===== config.mk =====
export PLATFORM = sky130hd
export DESIGN_NAME = skid_buffer
export DESIGN_NICKNAME = d
export VERILOG_FILES = /design/src/rtl/skid_buffer_pkg.sv /design/src/rtl/sb_reg.sv /design/src/rtl/skid_buffer.sv
export SDC_FILE = /design/constraint.sdc
export NUM_CORES = 1
export LEC_CHECK = 0
export ABC_AREA = 1
export BUFFER_PORTS_ARGS = -buffer_cell sky130_fd_sc_hd__buf_2
export CAP_MARGIN = 5
export CELL_PAD_IN_SITES_DETAIL_PLACEMENT = 1
export CELL_PAD_IN_SITES_GLOBAL_PLACEMENT = 2
export CORE_MARGIN = 2
export CORE_UTILIZATION = 27
export CTS_CLUSTER_SIZE = 28
export DETAILED_ROUTE_END_ITERATION = 10
export MAX_ROUTING_LAYER = met4
export PLACE_DENSITY_LB_ADDON = 0.1
export SLEW_MARGIN = 40
export SYNTH_ARGS = -nofsm -noshare
export SYNTH_HDL_FRONTEND = slang
export SYNTH_HIERARCHICAL = 1
export SYNTH_SLANG_ARGS = --single-unit

===== constraint.sdc =====
create_clock -name clk -period 1.7 [get_ports clk]
set_input_delay 0 -clock clk [delete_from_list [all_inputs] [get_ports clk]]
set_output_delay 0 -clock clk [all_outputs]
set_load 0.005 [all_outputs]

===== src/rtl/skid_buffer_pkg.sv =====
// Shared types for the two-entry skid buffer: state encoding, depth, occupancy decode.
// No logic of its own; imported by skid_buffer and sb_reg.
// Backpressure is not applicable at the package level.
package skid_buffer_pkg;

  typedef enum logic [1:0] {
    EMPTY = 2'b00,
    BUSY  = 2'b01,
    FULL  = 2'b10
  } sb_state_t;

  localparam int SB_DEPTH = 2;

  // Unused encodings report as empty; they are left on the next edge anyway.
  function automatic logic [1:0] sb_occupancy(input sb_state_t s);
    case (s)
      BUSY:    sb_occupancy = 2'd1;
      FULL:    sb_occupancy = 2'(SB_DEPTH);
      default: sb_occupancy = 2'd0;
    endcase
  endfunction

endpackage


===== src/rtl/sb_reg.sv =====
// Enabled n-bit data register with synchronous active-high clear.
// Latency: q updates one edge after en & d. Backpressure: none, en is the only gate.
module sb_reg
  import skid_buffer_pkg::*;
#(
  parameter int N = 32
) (
  input  logic         clk,
  input  logic         reset,
  input  logic         en,
  input  logic [N-1:0] d,
  output logic [N-1:0] q
);

  logic [N-1:0] data_d;
  logic [N-1:0] data_q;

  always_comb begin
    data_d = data_q;
    if (en) data_d = d;
  end

  always_ff @(posedge clk) begin
    if (reset) data_q <= '0;
    else       data_q <= data_d;
  end

  assign q = data_q;

endmodule


===== src/rtl/skid_buffer.sv =====
// Two-entry elastic stage (main + skid); optional flush port under SKID_BUFFER_FLUSH_EN.
// Latency: 1 cycle, no empty bypass. Backpressure: in_ready is registered-state only,
// it drops once both entries are full and never depends on out_ready.
module skid_buffer
  import skid_buffer_pkg::*;
#(
  parameter int n = 32
) (
  input  logic         clk,
  input  logic         reset,
  input  logic [n-1:0] in_data,
  input  logic         in_valid,
  output logic         in_ready,
  output logic [n-1:0] out_data,
  output logic         out_valid,
  input  logic         out_ready,
`ifdef SKID_BUFFER_FLUSH_EN
  input  logic         flush,
`endif
  output logic [1:0]   count
);

  sb_state_t    state_d;
  sb_state_t    state_q;
  logic         flush_act;
  logic         in_xfer;
  logic         main_en;
  logic         skid_en;
  logic         main_from_skid;
  logic [n-1:0] main_d;
  logic [n-1:0] main_q;
  logic [n-1:0] skid_q;

`ifdef SKID_BUFFER_FLUSH_EN
  assign flush_act = flush;
`else
  assign flush_act = 1'b0;
`endif

  assign out_valid = (state_q == BUSY) || (state_q == FULL);
  assign in_ready  = ((state_q == EMPTY) || (state_q == BUSY)) && !reset && !flush_act;
  assign out_data  = main_q;
  assign count     = sb_occupancy(state_q);

  always_comb begin
    state_d        = state_q;
    main_en        = 1'b0;
    skid_en        = 1'b0;
    main_from_skid = 1'b0;
    in_xfer        = in_valid && in_ready;
    case (state_q)
      EMPTY: begin
        if (in_xfer) begin
          main_en = 1'b1;
          state_d = BUSY;
        end
      end
      BUSY: begin
        if (in_xfer && out_ready) begin
          main_en = 1'b1;
        end else if (in_xfer) begin
          skid_en = 1'b1;
          state_d = FULL;
        end else if (out_ready) begin
          state_d = EMPTY;
        end
      end
      FULL: begin
        if (out_ready) begin
          main_en        = 1'b1;
          main_from_skid = 1'b1;
          state_d        = BUSY;
        end
      end
      default: state_d = EMPTY;
    endcase
    // Flush only forgets occupancy; stored words stay put but become invisible.
    if (flush_act) begin
      state_d = EMPTY;
      main_en = 1'b0;
      skid_en = 1'b0;
    end
  end

  assign main_d = main_from_skid ? skid_q : in_data;

  always_ff @(posedge clk) begin
    if (reset) state_q <= EMPTY;
    else       state_q <= state_d;
  end

  sb_reg #(.N(n)) u_main (
    .clk   (clk),
    .reset (reset),
    .en    (main_en),
    .d     (main_d),
    .q     (main_q)
  );

  sb_reg #(.N(n)) u_skid (
    .clk   (clk),
    .reset (reset),
    .en    (skid_en),
    .d     (in_data),
    .q     (skid_q)
  );

endmodule


==> out/metrics.yaml <==
timing:
  setup_viol: 0
  drv_slew: 0
  slew-limit-headroom: 0.7549
  period_share: 0.9907
  period_needed_ps: 1684
  grt_setup_unrepaired: "true"
  worst_pin_slew_ps: 367.3
  finalHoldViolations: 0
  clock_skew_ps: 5.936
  max_freq_mhz: 593.7
cells_and_area:
  final_cell_mix: "nor2_1 (121), nand2_1 (104), inv_1 (71), buf_2 (71), dfxtp_1 (64)"
  drive_gt1_frac: 0.3322
  diodes: 0
  nNetsFinal: 645
  mostFrequentLayoutCell: "nor2_1"
  final_cell_area_um2: 5049
  syn_to_final_growth_pct: 46.20
die:
  start_util: 0.2748
  die_h_um: 117.1
  core_um2: 12570
  io_pins: 72
  core.rowCount: 41
  die_w_um: 117.1
  dieArea_um2: 13710
clock_tree:
  clkSinkCount: 66
  h-tree-depth: 3
  clockBufferDepth: 2
  cts_buffers: 9
  clk_latency_ps: 340
  root_buffer: "clkbuf_16"
  cts_tree: "done"
  clkTransAtPathRegs_ps: 50
yosys:
  synthCells: 481
  seq_area_frac_synth: 0.3826
  synth_area_um2: 3453
  synth.top_cell.area_share: 0.3826
  ys_ff_latch: 66
  yosys_warnings: 6
  synth_cell_types: 18
  synth_flop_cell: "dfxtp_1"
  synth_area_leaders: "dfxtp_1 (38%), nand2_1 (15%), nor2_1 (14%)"
  synth_nets: 524
  synthArstFlopShare: 0
  syn_area_per_cell_um2: 7.179
  synth_edf_count: 0
  yosysTopAreaCell: "dfxtp_1"
detailed_routing:
  viasPerCell: 4.055
  drc: 0
  final_antenna_net_count: 0
  firstDrtPassIters: 4
  totalWireLength_mm: 9.560
  drt-initial-drc-count: 69
  wire_per_inst_um: 12.30
  vias: 3151
power_and_ir_drop:
  ir_worst_vdd_mv: 0.5267
  p_per_area_nw_per_um2: 1440
  power_frac_clock: 0.275
  power_frac_comb: 0.428
  p_int_w: 0.004842
  seq_power_share: 0.297
  power_w: 0.007268
  p_sw_frac: 0.3338
  switchingPower_w: 0.002426
  p_leak_nw: 2.631
placed_design:
  place_hpwl_mm: 5.963
  place_congestion: 0.6731
  place_area_um2: 4055
  io_buffers: 71
worst_setup_path:
  reg2reg_from: "state_q[1]$_SDFFE_PP0P_"
  critPathCaptureType: "flop"
  crit_path_max_fanout: 15
  critPathKind: "reg2reg"
  start_kind: "flop"
  required_ps: 1930
  worstPathArrival_ps: 1910
  r2r_cells: 9
  r2r-end: "u_main/q[0]$_SDFFE_PP0P_"
  rrSetupSlack_ps: 20
run_status:
  status: "complete, no violations"
min_path:
  hold_path_end: "state_q[1]$_SDFFE_PP0P_"
  hold_depth: 4
  hold_start: "reset"
  hp-class: "in2reg"
global_route:
  grt_pass1_wl_mm: 15.12
  grt_max_degree: 45
  grt_use_total: 0.1521
  grt_remaining_overflow: 0
  grt_pass1_vias: 3097
  antenna_found_initial: 0
job:
  drv_cap: 0
[power by group through the flow]
| stage | registers, W | clock network (W) | logic [W] |
|---|---|---|---|
| 3_3_place_gp | 0.00216 | 0 | 0.00231 |
| 6_report | 0.00216 | 0.00200 | 0.00311 |
| 3_5_place_dp | 0.00216 | 0 | 0.00237 |
| 4_1_cts | 0.00215 | 0.00208 | 0.00285 |
| 2_1_floorplan | 0.00217 | 0 | 0.00151 |
| 5_1_grt | 0.00221 | 0.00213 | 0.00349 |
[metal layers]
layer  global-route usage  part of all wire  vias up
met5                    -                 0        -
met4              0.05176             0.016        0
met3              0.04016             0.033       12
met2               0.2539              0.48       47
met1               0.1776              0.47     1438
li1                     -                 -     1654
[timing repair]
action / in CTS / in global routing
cloned: 2 / 2
buffers inserted: 7 / 1
gates resized for setup: 19 / 52
endpoints found under the hold margin: 32 / 0
hold buffers: 32 / 0
pin swaps: 12 / 28
endpoints found under the setup margin: 64 / 45
[registers in the layout, summed over array words and instances, names as in the netlist]
name / cells
state_q: 2
u_main/q: 32
u_skid/q: 32
[synth_stat cells, types with 2 or more instances]
library cell / n
buf_6: 17
mux2_2: 3
mux2_4: 29
inv_1: 73
nand3_1: 2
buf_2: 6
nor2_1: 132
a21oi_1: 2
o21ai_0: 2
ha_1: 7
nand2_1: 136
dfxtp_1: 66
[critical path, cell delays in order, from the launching register on]
cell and delay [ps]:
dfxtp_2 330, buf_4 150, ha_2 200, nand2_4 120, buf_12 190, mux2_2 350
inv_1 80, nand2_2 50, nand2_1 50, nor2_1 40
[logic make-up (layout without fill, tap and decap cells)]
family / count (synthesis) / count (layout) / share of synthesized area
AO/OA/AOI/OAI: 6 / 6 / 0.009785
adder cells (fa/ha/maj): 7 / 7 / 0.02536
buffers and inverters: 96 / 220 / 0.1435
flip-flops: 66 / 66 / 0.3826
multiplexers: 32 / 32 / 0.1359
AND/OR/NAND/NOR: 274 / 274 / 0.3029
[area by class of cell]
type / count / area [um2]
flip-flops and latches: 66 / 1326
repair buffers: 133 / 1079
well taps: 172 / 215.2
clock buffers: 11 / 242.7
multi-input cells: 319 / 1842
clock inverters: 3 / 65.06
inverters: 73 / 279.0
fillers: 1543 / 7520
[metrics by stage]
stage	hold slack, ps	std cells	util	setup TNS, ps	setup WS, ps
2_1_floorplan	29.57	481	-	0	19.55
3_3_place_gp	300.2	720	0.3226	-46.13	-17.07
3_5_place_dp	314.2	720	0.3226	-4112	-111.8
4_1_cts	53.77	775	0.3871	-25.13	-10.66
5_1_grt	118.4	777	0.4017	-2384	-68.77
6_report	87.96	777	0.4017	0	15.74
[worst max path at each step]
stage | from | endpoint | slack (ps) | cells after the start
2_1_floorplan | state_q[0]$_SDFFE_PP0P_ | u_main/q[22]$_SDFFE_PP0P_ | 20 | 11
3_3_place_gp | state_q[0]$_SDFFE_PP0P_ | u_main/q[0]$_SDFFE_PP0P_ | -20 | 9
3_5_place_dp | state_q[0]$_SDFFE_PP0P_ | u_main/q[23]$_SDFFE_PP0P_ | -110 | 10
4_1_cts | state_q[0]$_SDFFE_PP0P_ | u_main/q[26]$_SDFFE_PP0P_ | -10 | 11
5_1_grt | state_q[0]$_SDFFE_PP0P_ | u_main/q[16]$_SDFFE_PP0P_ | -70 | 11
6_report | state_q[1]$_SDFFE_PP0P_ | u_main/q[0]$_SDFFE_PP0P_ | 20 | 9
Power figures use the tool's default switching activity.
